## config.mk

```make
export PLATFORM = sky130hd
export DESIGN_NAME = cmd_resp_uart_tx
export DESIGN_NICKNAME = d
export VERILOG_FILES = /design/src/rtl/cmd_resp_pkg.sv /design/src/rtl/resp_fifo.sv /design/src/rtl/cmd_resp_uart_tx.sv
export SDC_FILE = /design/constraint.sdc
export NUM_CORES = 1
export LEC_CHECK = 0
export ABC_AREA = 1
export CAP_MARGIN = 20
export CORE_ASPECT_RATIO = 1.1
export CORE_UTILIZATION = 55
export DETAILED_ROUTE_END_ITERATION = 12
export PLACE_DENSITY = 0.75
export SLEW_MARGIN = 40
export SYNTH_ARGS = -nofsm -noshare
export SYNTH_HDL_FRONTEND = slang
export SYNTH_SLANG_ARGS = --single-unit
```

## constraint.sdc

```tcl
create_clock -name clk -period 2.55 [get_ports clk]
set_input_delay 0.255 -clock clk [delete_from_list [all_inputs] [get_ports clk]]
set_output_delay 0.255 -clock clk [all_outputs]
set_load 0.02 [all_outputs]
```

## src/rtl/cmd_resp_pkg.sv

```systemverilog
// Shared types, constants and helpers for the command-response UART transmitter.
package cmd_resp_pkg;

  localparam int unsigned UART_DATA_BITS = 8;
  localparam int unsigned UART_STOP_BITS = 1;

  typedef enum logic [1:0] {
    IDLE,
    START,
    DATA,
    STOP
  } uart_tx_state_t;

  function automatic int unsigned clks_per_bit(input int unsigned clk_hz,
                                               input int unsigned baud);
    return (clk_hz + baud / 2) / baud;
  endfunction

endpackage

```

## src/rtl/resp_fifo.sv

```systemverilog
// Synchronous FIFO with registered count/full/empty; writes while full are dropped.
module resp_fifo #(
  parameter int unsigned DEPTH = 16,
  parameter int unsigned W     = 8,
  localparam int unsigned PTR_W = $clog2(DEPTH),
  localparam int unsigned CNT_W = PTR_W + 1
) (
  input  logic             clk,
  input  logic             rst,
  input  logic             push,
  input  logic [W-1:0]     push_data,
  input  logic             pop,
  output logic [W-1:0]     head_data,
  output logic [CNT_W-1:0] count,
  output logic             full,
  output logic             empty,
  output logic             overflow_c
);

  if (DEPTH < 2 || (DEPTH & (DEPTH - 1)) != 0) begin : g_bad_depth
    $error("resp_fifo: DEPTH must be a power of 2 and at least 2");
  end

  logic [W-1:0]     mem_q [DEPTH];
  logic [PTR_W-1:0] wr_ptr_q, wr_ptr_d;
  logic [PTR_W-1:0] rd_ptr_q, rd_ptr_d;
  logic [CNT_W-1:0] count_q, count_d;
  logic             full_q, full_d;
  logic             empty_q, empty_d;
  logic             push_ok, pop_ok;

  // Room and occupancy are judged on the pre-edge count only.
  always_comb begin
    push_ok    = push && (count_q < CNT_W'(DEPTH));
    pop_ok     = pop && (count_q != '0);
    overflow_c = push && !push_ok;
    wr_ptr_d   = wr_ptr_q + PTR_W'(push_ok);
    rd_ptr_d   = rd_ptr_q + PTR_W'(pop_ok);
    count_d    = count_q + CNT_W'(push_ok) - CNT_W'(pop_ok);
    full_d     = (count_d == CNT_W'(DEPTH));
    empty_d    = (count_d == '0);
  end

  always_ff @(posedge clk or negedge rst) begin
    if (!rst) begin
      wr_ptr_q <= '0;
      rd_ptr_q <= '0;
      count_q  <= '0;
      full_q   <= 1'b0;
      empty_q  <= 1'b1;
    end else begin
      wr_ptr_q <= wr_ptr_d;
      rd_ptr_q <= rd_ptr_d;
      count_q  <= count_d;
      full_q   <= full_d;
      empty_q  <= empty_d;
    end
  end

  always_ff @(posedge clk) begin
    if (push_ok) mem_q[wr_ptr_q] <= push_data;
  end

  assign head_data = mem_q[rd_ptr_q];
  assign count     = count_q;
  assign full      = full_q;
  assign empty     = empty_q;

endmodule

```

## src/rtl/cmd_resp_uart_tx.sv

```systemverilog
// Buffers response bytes and serialises them as back-to-back 8N1 UART frames.
module cmd_resp_uart_tx
  import cmd_resp_pkg::*;
#(
  parameter int unsigned CLK_FREQ_HZ = 100_000_000,
  parameter int unsigned BAUD        = 115200,
  parameter int unsigned FIFO_DEPTH  = 16,
  parameter int unsigned DATA_W      = 8,
  localparam int unsigned LVL_W      = $clog2(FIFO_DEPTH) + 1
) (
  input  logic              clk,
  input  logic              rst,
  input  logic [DATA_W-1:0] cmd_resp_wr_data,
  input  logic              cmd_resp_wr_en,
  output logic              cmd_resp_full,
  output logic              resp_overflow,
  input  logic              overflow_clr,
  output logic [LVL_W-1:0]  fifo_level,
  output logic              tx_busy,
  output logic              uart_tx
);

  localparam int unsigned CLKS_PER_BIT = clks_per_bit(CLK_FREQ_HZ, BAUD);
  localparam int unsigned STOP_CLKS    = UART_STOP_BITS * CLKS_PER_BIT;
  localparam int unsigned BAUD_W       = $clog2(STOP_CLKS);
  localparam int unsigned BIT_W        = $clog2(UART_DATA_BITS);

  if (DATA_W != UART_DATA_BITS) begin : g_bad_data_w
    $error("cmd_resp_uart_tx: DATA_W must be 8");
  end
  if (CLKS_PER_BIT < 2) begin : g_bad_baud
    $error("cmd_resp_uart_tx: CLKS_PER_BIT must be at least 2");
  end

  logic [DATA_W-1:0] head_data;
  logic              fifo_empty;
  logic              fifo_ovf_c;
  logic              pop_c;

  resp_fifo #(
    .DEPTH (FIFO_DEPTH),
    .W     (DATA_W)
  ) u_fifo (
    .clk        (clk),
    .rst        (rst),
    .push       (cmd_resp_wr_en),
    .push_data  (cmd_resp_wr_data),
    .pop        (pop_c),
    .head_data  (head_data),
    .count      (fifo_level),
    .full       (cmd_resp_full),
    .empty      (fifo_empty),
    .overflow_c (fifo_ovf_c)
  );

  uart_tx_state_t    state_q, state_d;
  logic [BAUD_W-1:0] baud_q, baud_d;
  logic [BIT_W-1:0]  bit_q, bit_d;
  logic [DATA_W-1:0] shift_q, shift_d;
  logic              tx_q, tx_d;
  logic              busy_q;
  logic              ovf_q, ovf_d;
  logic              bit_end, stop_end;

  // Next state; uart_tx is computed for the state being entered so the pin is a flop.
  always_comb begin
    state_d  = state_q;
    baud_d   = baud_q;
    bit_d    = bit_q;
    shift_d  = shift_q;
    tx_d     = tx_q;
    pop_c    = 1'b0;
    bit_end  = (baud_q == BAUD_W'(CLKS_PER_BIT - 1));
    stop_end = (baud_q == BAUD_W'(STOP_CLKS - 1));
    ovf_d    = fifo_ovf_c | (ovf_q & ~overflow_clr);

    case (state_q)
      IDLE: begin
        if (!fifo_empty) begin
          pop_c   = 1'b1;
          shift_d = head_data;
          bit_d   = '0;
          baud_d  = '0;
          state_d = START;
          tx_d    = 1'b0;
        end
      end
      START: begin
        if (bit_end) begin
          baud_d  = '0;
          state_d = DATA;
          tx_d    = shift_q[0];
        end else begin
          baud_d = baud_q + BAUD_W'(1);
        end
      end
      DATA: begin
        if (bit_end) begin
          baud_d = '0;
          if (bit_q == BIT_W'(UART_DATA_BITS - 1)) begin
            state_d = STOP;
            tx_d    = 1'b1;
          end else begin
            shift_d = shift_q >> 1;
            bit_d   = bit_q + BIT_W'(1);
            tx_d    = shift_d[0];
          end
        end else begin
          baud_d = baud_q + BAUD_W'(1);
        end
      end
      STOP: begin
        if (stop_end) begin
          baud_d = '0;
          if (!fifo_empty) begin
            pop_c   = 1'b1;
            shift_d = head_data;
            bit_d   = '0;
            state_d = START;
            tx_d    = 1'b0;
          end else begin
            state_d = IDLE;
            tx_d    = 1'b1;
          end
        end else begin
          baud_d = baud_q + BAUD_W'(1);
        end
      end
      default: begin
        state_d = IDLE;
        tx_d    = 1'b1;
      end
    endcase
  end

  always_ff @(posedge clk or negedge rst) begin
    if (!rst) begin
      state_q <= IDLE;
      baud_q  <= '0;
      bit_q   <= '0;
      shift_q <= '0;
      tx_q    <= 1'b1;
      busy_q  <= 1'b0;
      ovf_q   <= 1'b0;
    end else begin
      state_q <= state_d;
      baud_q  <= baud_d;
      bit_q   <= bit_d;
      shift_q <= shift_d;
      tx_q    <= tx_d;
      busy_q  <= (state_d != IDLE);
      ovf_q   <= ovf_d;
    end
  end

  assign uart_tx       = tx_q;
  assign tx_busy       = busy_q;
  assign resp_overflow = ovf_q;

endmodule

```

==> results of run 1 <==
[logic make-up (layout without fill, tap and decap cells)]
kind of cell / after synthesis / in the layout
simple gates: 309 / 309
flops: 169 / 169
compound gates: 103 / 103
buf+inv: 70 / 136
fa+ha+maj: 17 / 17
xor+xnor: 9 / 9
mux: 1 / 1
[cells in the final DEF (no fill, tap or decap), types with 3 or more instances in the layout]
cell type,instances
nand2_1,152
edfxtp_1,128
nor2_1,86
nand3_1,48
o21ai_0,39
dfrtp_1,38
a21oi_1,37
buf_4,36
inv_1,34
clkdlybuf4s50_1,19
clkbuf_16,17
ha_1,12
inv_2,11
o211ai_1,10
nand2_2,6
xor2_1,6
nor2_4,5
nand4_1,5
bufinv_16,5
o22ai_1,4
o21ai_1,3
xnor2_1,3
inv_8,3
inv_6,3
[stage by stage]
| step | setup TNS (ns) | instances | hold WS, ns |
|---|---|---|---|
| global placement | 0 | 865 | 0.4292 |
| global route | -0.4172 | 905 | 0.4009 |
| finish | 0 | 905 | 0.3551 |
| CTS | 0 | 899 | 0.3668 |
| detailed placement | -0.1951 | 865 | 0.2776 |
| floorplan | 0 | 678 | -0.04059 |
[synthesized netlist by cell type, types with 2 or more instances]
library cell / number / area share, %
nand2_1: 153 / 7.8
edfxtp_1: 128 / 52
nor2_1: 86 / 4.4
nand3_1: 48 / 3.3
inv_1: 40 / 2.0
o21ai_0: 40 / 2.7
dfrtp_1: 39 / 13
a21oi_1: 38 / 2.6
ha_1: 16 / 2.7
buf_2: 14 / 0.95
o211ai_1: 10 / 1.0
clkbuf_1: 7 / 0.36
xor2_1: 6 / 0.71
inv_2: 5 / 0.25
nand2_2: 5 / 0.42
nand4_1: 5 / 0.42
nor2_4: 5 / 0.76
o22ai_1: 4 / 0.34
xnor2_1: 3 / 0.36
buf_6: 2 / 0.30
dfstp_2: 2 / 0.71
nand3_4: 2 / 0.47
nand3b_1: 2 / 0.20
nor2_2: 2 / 0.17
o21ai_1: 2 / 0.14
o21ai_2: 2 / 0.24
o21bai_1: 2 / 0.20
[worst max-delay path by stage]
stage	start	endpoint	slack [ns]	depth (start not counted)
2_1_floorplan	baud_q[0]	u_fifo.empty	0.03	14
3_3_place_gp	u_fifo.count[2]	u_fifo.empty	0.08	14
3_5_place_dp	u_fifo.count[2]	u_fifo.empty	-0.1	14
4_1_cts	u_fifo.count[2]	u_fifo.empty	0.01	14
5_1_grt	baud_q[1]	u_fifo.empty	-0.18	14
6_report	baud_q[1]	u_fifo.full	0.04	14
[worst max-delay path, cell delays in order (launching register included)]
cell	delay (ns)
dfrtp_1	0.39
ha_2	0.20
nand2_2	0.07
nor2_4	0.12
nand4_1	0.13
a21oi_2	0.19
ha_1	0.17
inv_2	0.05
ha_4	0.15
fa_2	0.35
buf_4	0.15
xor2_1	0.16
nor2_1	0.10
nand2_1	0.08
nor2_1	0.12
[layer usage]
metal | vias up | global-route usage (%) | wire, um
li1 | 2429 | - | -
met4 | 0 | 15.25 | 654
met3 | 48 | 4.574 | 1061
met1 | 2509 | 31.60 | 6501
met2 | 240 | 41.73 | 8237
met5 | - | 0 | 0
[timing repair]
action,in CTS,in global routing
gates resized for setup,5,10
hold buffers,1,0
buffers inserted,1,6
setup endpoints to repair,3,3
pin swaps,3,14
hold endpoints to repair,39,0
[state kept, by name, indices dropped and copies added, names as in the netlist]
signal and flops:
bit_q 3, shift_q 8, tx_busy 1, u_fifo.empty 1, uart_tx 1, u_fifo.mem_q 128
u_fifo.wr_ptr_q 4, u_fifo.full 1, baud_q 10, u_fifo.count 5, u_fifo.rd_ptr_q 4, state_q 2
resp_overflow 1
[final cells by class]
cell class | count | share of cell area (%)
flip-flops and latches | 169 | 56.13
multi-input cells | 439 | 26.04
repair buffers | 58 | 5.880
clock buffers | 17 | 4.900
clock inverters | 15 | 2.738
well taps | 161 | 2.320
inverters | 46 | 1.989
[power by group]
group	leakage, uW	switching (uW)	internal [uW]
Clock	0.000318	1100	1770
Combinational	0.00144	647	433
Sequential	0.00165	113	3210
==> impl_metrics.json, run 1 <==
{
  "nets": 760,
  "cts_tree": "yes",
  "initial_core_util_pct": 56.16,
  "finalCriticalPeriod_ns": 2.507,
  "setup_violations": 0,
  "grt_overflow": 0,
  "first_iter_violations": 546,
  "synthToLayoutAreaGrowth_pct": 17.49,
  "synthXorXnorAreaFrac_pct": 1.067,
  "routed_wl_mm": 16.45,
  "fillers": 931,
  "ir_drop_uv": 557.7,
  "syn-num-nets": 707,
  "final_hold_viol_count": 0,
  "maxSlewHeadroom_pct": 50.66,
  "clock_sinks": 169,
  "clock_latency_ns": 0.43,
  "cts_root_buffer": "clkbuf_16",
  "critPathLaunchType": "flip-flop",
  "async_flop_share_pct": 24.26,
  "wire_per_inst_um": 18.18,
  "crit_required_ns": 2.90,
  "worstPathMaxFanout": 3,
  "synth-simple-area-share_pct": 17.98,
  "r2r_cells": 14,
  "register_area_um2": 4873,
  "synth_mux_area_share_pct": 0.1355,
  "r2r-start": "baud_q[1]",
  "dpl.hpwl_mm": 10.50,
  "reg2reg_slack_ns": 0.04,
  "finalWeightedCongestion": 0.8382,
  "min_path_type": "in -> async",
  "vias_per_cell": 5.775,
  "timing.rr.end": "u_fifo.full",
  "maxSlewViolCount": 0,
  "num_io_pins": 21,
  "synthFlopType": "edfxtp_1",
  "antenna_cells": 0,
  "worstPathArrival_ns": 2.86,
  "die_h_um": 123.6,
  "endpoint_kind": "flip-flop",
  "seq_area_frac_synth_pct": 65.93,
  "die_area_um2": 13900,
  "path_clk_slew_ns": 0.07,
  "synth_fa_ha_area_share_pct": 2.980,
  "rsz0062_at_grt": "yes",
  "critPathKind": "reg -> reg",
  "synth_top_family_by_area": "simple AND/OR/NAND/NOR gates",
  "grt_pass1_wl_mm": 25.85,
  "synth_edf_count": 128,
  "place_ws_ns": -0.09638,
  "final_core_util_pct": 65.99,
  "cts_buffers": 17,
  "syn_inst": 678,
  "yosys_warnings": 0,
  "postSynthAreaPerCell_um2": 10.90,
  "leakage_uw": 0.003410,
  "worstMarginPinSlew_ns": 0.7378,
  "htree_levels": 4,
  "grt_pass1_vias": 5086,
  "coreArea_um2": 13160,
  "antenna_left": 0,
  "finClkSkew_ns": 0.008963,
  "grt_start_max_net_pins": 62,
  "fmax_mhz": 398.8,
  "port_buffers": 20,
  "drive_above_1_share_pct": 14.78,
  "antenna_found_initial": 0,
  "ys_ff_latch": 169,
  "outcome": "completed",
  "setup_slack_ns": 0.04262,
  "multi_input_area_um2": 2261,
  "synth_compound_area_share_pct": 7.907,
  "post_dp_cell_area_um2": 7918,
  "maxCapViolCount": 0,
  "power_uw": 7276,
  "route.detailed.drc": 0,
  "core.rowCount": 44,
  "die_width_um": 112.5,
  "clockBufferDepth": 2,
  "syn_area_um2": 7390,
  "vias": 5226,
  "powerDensity_nw_per_um2": 838.0,
  "grtUsageTotal_pct": 25.27,
  "drtPass1Iterations": 5,
  "final_cell_area_um2": 8682,
  "synth_cell_types": 37,
  "period_share_pct": 98.33
}
Note: power is estimated with default switching activity, not from simulation.
==> run 2: changes to the inputs <==
Settings changed: CORE_ASPECT_RATIO 1.1 to default.
==> run 2 against run 1 <==
- power fell by 6.8%
- register-to-register slack improved by 0.03 ns
- largest cell class unchanged
- hold slack got worse by 0.035 ns
- critical path type unchanged
- largest power group unchanged
==> impl_metrics.json, run 2 (synthesized netlist as in run 1, its figures left out) <==
{
  "drtPass1Iterations": 5,
  "grt_overflow": 0,
  "outcome": "completed",
  "crit_required_ns": 2.91,
  "vias": 5116,
  "cts_buffers": 17,
  "reg_top3": "u_fifo.mem_q (128), baud_q (10), shift_q (8)",
  "worstPathMaxFanout": 2,
  "die_width_um": 117.9,
  "largest_reg_flops": 128,
  "leakage_uw": 0.003385,
  "grt_start_max_net_pins": 74,
  "grtUsageTotal_pct": 23.97,
  "post_dp_cell_area_um2": 7946,
  "critPathTopFamily": "adder cells",
  "worstMarginPinSlew_ns": 0.7340,
  "powerDensity_nw_per_um2": 785.9,
  "routed_wl_mm": 15.79,
  "crit_slowest_cell": "fa_2",
  "num_io_pins": 21,
  "antenna_found_initial": 0,
  "coreArea_um2": 12880,
  "critPathLaunchType": "flip-flop",
  "htree_levels": 4,
  "grt_pass1_wl_mm": 25.23,
  "worstPathArrival_ns": 2.84,
  "dpl.hpwl_mm": 10.31,
  "cts_tree": "yes",
  "period_share_pct": 97.05,
  "die_area_um2": 13900,
  "core.rowCount": 41,
  "path_clk_slew_ns": 0.06,
  "power_uw": 6781,
  "nets": 765,
  "clock_latency_ns": 0.43,
  "clockBufferDepth": 2,
  "met3_length_mm": 1.032,
  "final_hold_viol_count": 0,
  "fmax_mhz": 404.1,
  "finalCriticalPeriod_ns": 2.475,
  "layout_commonest_cell": "nand2_1",
  "critPathBufInv": 2,
  "maxSlewHeadroom_pct": 50.91,
  "maxSlewViolCount": 0,
  "finClkSkew_ns": 0.009157,
  "cts_root_buffer": "clkbuf_16",
  "synthToLayoutAreaGrowth_pct": 16.76,
  "setup_violations": 0,
  "ir_drop_uv": 754.3,
  "crit_chain": "ha_2 > nand2_2 > nor2_4 > nand4_1 > a21oi_2 > ha_1 > inv_1 > ha_2 > fa_2 > a21oi_2 > o21bai_1 > xnor2_1 > inv_1 > nor2_2",
  "min_path_type": "in -> async",
  "setup_slack_ns": 0.07529,
  "die_h_um": 117.9,
  "antenna_cells": 0,
  "dp.cells": 880,
  "wire_per_inst_um": 17.15,
  "route.detailed.drc": 0,
  "max_stage_delay_ns": 0.38,
  "port_buffers": 20,
  "rsz0062_at_grt": "yes",
  "maxCapViolCount": 0,
  "route.met2.wl_mm": 8.039,
  "grt_pass1_vias": 4987,
  "hold_ws_ns": 0.3199,
  "finalNonFillerCells": 921,
  "mostFrequentLayoutCells": "nand2_1, edfxtp_1, nor2_1",
  "drive_above_1_share_pct": 15.62,
  "place_ws_ns": -0.05441,
  "initial_core_util_pct": 57.39,
  "antenna_left": 0,
  "clock_sinks": 169,
  "vias_per_cell": 5.555,
  "top_layer_used": "met4",
  "first_iter_violations": 497,
  "top_register": "u_fifo.mem_q",
  "endpoint_kind": "flip-flop",
  "met1_length_mm": 6.463,
  "final_cell_area_um2": 8628,
  "finalWeightedCongestion": 0.8348,
  "critPathKind": "reg -> reg"
}
run 2: changes by cell type in the layout (fill, tap and decap cells not counted), sizes merged:
cell	delta
buf	+5
bufinv	-5
clkbuf	+4
clkinv	+3
inv	-2
run 2: timing repair:
action	CTS	global route
endpoints found under the setup margin	3	3
resized for setup	3	15
buffers inserted	1	7
endpoints found under the hold margin	18	0
hold buffers	1	0
pin swaps	3	7
run 2: path summary, 6_finish.rpt:
check | cells past startpoint | slack (ns) | to | start
worst max-delay path | 14 | 0.08 | u_fifo.empty | baud_q[0]
worst min-delay path | 2 | 0.32 | u_fifo.rd_ptr_q[3] | rst
worst max register to register | 14 | 0.08 | u_fifo.empty | baud_q[0]
worst min register to register | 2 | 0.46 | uart_tx | uart_tx
max in group asynchronous | 3 | 1.51 | u_fifo.empty | rst
min in group clk | 2 | 0.40 | resp_overflow | overflow_clr
run 2: layout make-up:
cell class / count / area [um^2]
clock buffers: 21 / 471.7
clock inverters: 11 / 85.08
fillers: 925 / 4248
inverters: 46 / 172.7
multi-input cells: 439 / 2277
flip-flops and latches: 169 / 4873
well taps: 172 / 215.2
repair buffers: 63 / 533.0
run 2: report_power, final:
group | internal [uW] | switching, uW
clock network | 1340 | 1050
logic | 419 | 631
registers | 3210 | 121
run 2: metrics by stage:
stage / setup TNS, ns / util [%]
floorplan: 0 / -
global placement: 0 / 61.71
detailed placement: -0.06086 / 61.71
CTS: 0 / 66.22
global route: -0.2598 / 67.01
finish: 0 / 67.01
run 2: per-layer routing:
metal,track usage [%],up-vias
met1,31.25,2458
met3,5.136,19
li1,-,2440
met4,8.093,0
met5,0,-
met2,39.93,199
==> RTL change 1 (flow settings as in run 2) <==
Put a register stage on the output `fifo_level`, cleared by the reset. The value now appears one clock later. The other outputs are not delayed to match.
--- a/src/rtl/cmd_resp_uart_tx.sv
+++ b/src/rtl/cmd_resp_uart_tx.sv
@@ -27,2 +27,4 @@
 
+  logic [LVL_W-1:0] fifo_level_d;
+
   if (DATA_W != UART_DATA_BITS) begin : g_bad_data_w
@@ -49,3 +51,3 @@
     .head_data  (head_data),
-    .count      (fifo_level),
+    .count      (fifo_level_d),
     .full       (cmd_resp_full),
@@ -159,2 +161,10 @@
 
+  always_ff @(posedge clk or negedge rst) begin
+    if (!rst) begin
+      fifo_level <= '0;
+    end else begin
+      fifo_level <= fifo_level_d;
+    end
+  end
+
 endmodule
Check against the original RTL: not equivalent (a bounded check fails within 4 cycles, from zero or initial values and one cycle with rst low).
==> RTL change 1 against run 2 <==
- wire length increased by 2.6%
- combinational power shrank 6%
- core utilization down 1.6 points
- worst hold slack better by 0.059 ns
- sequential power grew 4%
- power grew 3.5%
- sequential cell count rose by 5
- critical endpoint unchanged
- highest routed layer unchanged
- sequential share of layout area up 1.0 points
- non-clock buffer count fell by 8
- global-route usage up 1.0 points
- first-iteration DRC count down 11%
- area after synthesis up 1.8%
- design area increased by 0.74%
- largest power group unchanged
- setup slack worse by 0.050 ns
==> RTL change 1: results (changes against run 2) <==
The pre-CTS worst setup slack came out at -0.0707 ns (-0.0163 ns). The global routing usage on met2 is 41.0% (+1.0 points). The largest voltage drop on the vdd net came to 575 µV (-24%). The worst-path maximum fanout came out at 4 (+2). The highest clock rate came out at 0.396 GHz (-2.0%). The arrival time of data at the critical path endpoint was 2.89 ns (+0.05 ns). The number of global-route vias before repair is 5104 (+2.3%). The number of nets in the final layout is 780 (+2.0%). After synthesis, the most frequently instantiated cells are 163 x nand2_1, 128 x edfxtp_1, 112 x nor2_1, 52 x nand3_1, 44 x dfrtp_1. The worst hold slack after final layout was 0.379 ns (+0.0589 ns). The fraction of registers with async set/reset is 26.4% (+2.2 points).

The share of post-route cells with drive strength above 1 was 12.6% (-3.1 points). The sequential-to-total area share from yosys stat is 66.4% (+0.48 points). The flow ran to the end, and the final reports show no timing, DRC or antenna violations. The wire length of the first global-routing pass is 26200 µm (+4.0%). The H-tree level count was 4 (unchanged).

The peak per-stage delay on the critical path came to 0.42 ns (+0.04 ns). The met1 track utilization from global routing came out at 32.1% (+0.87 points). The met3 track utilization from global routing is 5.27% (+0.13 points). The distinct cell type count of the synthesized netlist came out at 34 (-8.1%).

The final HPWL from detailed placement came out at 10500 µm (+1.3%). In the post-synthesis netlist, the biggest area contributors are edfxtp_1 51%, dfrtp_1 15%, nand2_1 8.1%. The worst slew margin relative to its limit is 51.3% (+0.39 points).

The per-instance average area after synthesis came out at 10.7 µm² (-1.7%). The wire length on met2 came out at 8100 µm (+0.78%). The clock share of power is 36.5% (+1.2 points). The total instance count after detailed placement is 904 (+2.7%). The number of standard cells in the final layout excluding fillers is 940 (+2.1%).

The worst clock skew is 0.00940 ns (+0.000242 ns). The routability-driven placement congestion ratio is 0.845 (+1.2%). The sum of routed wire segments on met1 was 6600 µm (+2.1%).

The final-layout fill cell count came out at 975 (+5.4%). The synthesized netlist net count came out at 731 (+3.4%). The leakage power was 0.00350 µW (+3.3%). The worst setup slack for register-to-register paths is 0.03 ns (-0.05 ns). For this design, the slowest cell found on the critical path is dfrtp_1. The post-cts resize count is 5 (+2). The pin count of the biggest net entering global routing is 40 (-46%).

The final routed wire length divided by cell count is 17.2 µm (+0.55%). The met3 routed wirelength is 1000 µm (-3.1%). The DRC violation total after the first TritonRoute iteration is 443 (-11%).
RTL change 1: cell families after synthesis:
group                    after synthesis  synth area share (%)
AO/OA/AOI/OAI                         81                  5.74
XOR/XNOR                              10                  1.16
buffers and inverters                 68                  3.97
adder cells (fa/ha/maj)               17                  2.93
AND/OR/NAND/NOR                      352                  19.8
flip-flops                           174                  66.4
RTL change 1: per-stage QoR:
step           TNS (ns)  area (µm²)  utilization [%]
2_1_floorplan         0        7530                -
3_3_place_gp          0        8060             60.6
3_5_place_dp    -0.0939        8060             60.6
4_1_cts               0        8670             65.2
5_1_grt          -0.390        8690             65.4
6_report              0        8690             65.4
RTL change 1: layout make-up:
cell class | instances | area share (%)
timing repair buffer | 55 | 5.44
clock buffer | 17 | 4.89
clock inverter | 15 | 1.84
tap | 176 | 2.53
multi-input combinational | 460 | 25.9
inverter | 43 | 1.86
sequential | 174 | 57.5
==> RTL change 2 (settings of run 2) <==
Without the edit above. `FIFO_DEPTH`: 16 -> 32.
--- a/src/rtl/cmd_resp_uart_tx.sv
+++ b/src/rtl/cmd_resp_uart_tx.sv
@@ -6,3 +6,3 @@
   parameter int unsigned BAUD        = 115200,
-  parameter int unsigned FIFO_DEPTH  = 16,
+  parameter int unsigned FIFO_DEPTH  = 32,
   parameter int unsigned DATA_W      = 8,
Interface: changed (resized fifo_level); port bits go from 21 to 22. The function was not compared with the original's and may differ.
==> RTL change 2 against run 2 <==
- the flow now finishes with violations (setup timing)
- sequential cell count increased by 131
- power increased by 76%
- design area increased by 74%
- clock skew increased by 0.015 ns
- maximum frequency decreased by 5.4%
- setup slack got worse by 0.14 ns
- wire length increased by 92%
- global-route usage increased by 1.8 points
- area after synthesis increased by 72%
- largest cell class unchanged
- worst hold slack got worse by 0.14 ns
- via count increased by 74%
- core utilization decreased by 1.0 points
==> RTL change 2: results (changes against run 2) <==
After synthesis, the most frequently instantiated cells are 300 x nand2_1, 256 x edfxtp_1, 131 x nand3_1, 131 x nor2_1, 69 x inv_1. The latest clock arrival within the worst-skew pair is 0.57 ns (+0.14 ns). Tracing the worst setup path back leads to its startpoint at state_q[0]. The largest registers in the layout are u_fifo.mem_q (256), baud_q (10), shift_q (8).

The total number of yosys warnings is 0 (unchanged). The pin count of the biggest net entering global routing is 74 (unchanged). The fraction of registers with async set/reset came out at 14.7% (-9.6 points). The number of nets in the final layout is 1290 (+69%). The total of buffers placed on input and output ports came out at 21 (+5.0%). CTS placed an instance of clkbuf_16 at the clock tree root. The peak per-stage delay on the critical path is 0.40 ns (+0.02 ns). The met3 routed wirelength came to 2130 µm (+110%).

The routability-driven placement congestion ratio is 0.920 (+10%). The arrival time of data at the critical path endpoint came out at 3.09 ns (+0.25 ns). The sum of routed wire segments on met1 is 12000 µm (+85%). The worst reg-to-reg path cell count was 15 (+1). The post-route worst setup slack is -0.0655 ns (-0.141 ns). The wire length on met2 is 15200 µm (+89%). The distinct cell type count of the synthesized netlist came to 33 (-11%). The share of synthesized cell area in full adder, half adder and majority cells came to 1.83% (-1.2 points). The DRC violation total after the first TritonRoute iteration came out at 886 (+78%). The synthesized netlist net count is 1195 (+69%). The number of antenna violations at the first check in global routing is 0 (unchanged). The worst slew margin relative to its limit is 58.7% (+7.7 points). The checks that failed: setup timing. The highest layer touched by signal routing is met4.

The H-tree level count came out at 1 (-3). The leakage power came to 0.00581 µW (+72%). The final HPWL from detailed placement came out at 18200 µm (+77%). The global-route usage over all layers is 25.7% (+1.8 points). The critical path is of the flip-flop to flip-flop type. The flow ran to the end, but the final reports show violations. The share of post-route cells with drive strength above 1 came out at 14.1% (-1.5 points).

The largest voltage drop on the vdd net came out at 629 µV (-17%). The count of flip-flops with a built-in enable after synthesis is 256 (+100%). The maximum buffer depth of the clock tree is 3 (+1). The internal power contribution came out at 8900 µW (+79%). The endpoint identified for the worst register-to-register timing path is u_fifo.full.

Sorting the synthesized cells by area gives the leading types as edfxtp_1 60%, nand2_1 8.8%, dfrtp_1 8.3%. The pre-CTS worst setup slack is -0.126 ns (-0.0717 ns). The share of the synthesized area in compound gates (AO/OA/AOI/OAI) is 5.37% (-2.5 points).

The worst-path maximum fanout is 3 (+1). In the synthesized netlist the dominant register cell turns out to be edfxtp_1. The routed via count is 8900 (+74%). The worst clock skew is 0.0244 ns (+0.0152 ns). The accumulated negative setup slack came out at -0.0846 ns (-0.0846 ns). The sequential-to-total area share from yosys stat is 69.0% (+3.1 points). The clock transition at the registers of the reported paths is 0.06 ns (about the same). The xor/xnor cell area share of the yosys netlist came out at 0.756% (-0.31 points). The count of endpoints failing setup in the final report is 2 (+2). The clock buffer count from CTS came to 30 (+13).

The wire length of the first global-routing pass is 46600 µm (+85%). The number of global-route vias before repair was 8739 (+75%). The mux share of post-synthesis cell area is 0% (-0.14 points). The antenna diode instance count was 0 (unchanged). The final routed wire length divided by cell count came to 19.3 µm (+13%). The slowest stage of the critical path belongs to the cell dfrtp_1. The post-place instance area was 0.0137 mm² (+73%).
==> RTL change 2: changes by cell type in the layout (fill, tap and decap cells not counted), moves of 7 or more <==
| cell | change |
|---|---|
| clkbuf_16 | +12 |
| inv_1 | +29 |
| nor2_1 | +46 |
| nand2_1 | +142 |
| nand3_1 | +81 |
| edfxtp_1 | +128 |
| clkbuf_1 | +7 |
| a21oi_1 | +10 |
| o21ai_0 | +20 |
| buf_4 | +45 |
==> RTL change 2: repair_timing <==
item | CTS | global route
hold endpoints to repair | 18 | 0
setup endpoints to repair | 2 | 5
hold buffers | 1 | 0
resized for setup | 10 | 22
setup buffers | 6 | 6
pin swaps | 8 | 13
==> RTL change 2: cell type report <==
class | instances | area (µm²)
clock inverter | 12 | 159
inverter | 71 | 268
fill | 1641 | 7720
clock buffer | 44 | 853
sequential | 300 | 8790
multi-input combinational | 741 | 3550
tap | 285 | 357
timing repair buffer | 116 | 1000
==> RTL change 2: stage by stage <==
stage | instances | hold slack, ns
detailed placement | 1500 | 0.223
CTS | 1563 | 0.195
global route | 1569 | 0.220
finish | 1569 | 0.181
floorplan | 1165 | -0.0406
global placement | 1500 | 0.220
==> RTL change 2: per-layer routing <==
metal | track usage (%) | up-vias
met5 | 0 | -
met4 | 10.0 | 0
met3 | 3.56 | 70
met2 | 43.7 | 389
met1 | 33.8 | 4274
li1 | - | 4167
==> RTL change 2: power groups by stage <==
stage               Clock, µW  Combinational [µW]  Sequential [µW]
floorplan                   0                 686             5880
global placement            0                1290             5830
detailed placement          0                1360             5840
CTS                      4450                1450             5740
global route             4620                1860             5770
finish                   4420                1750             5750
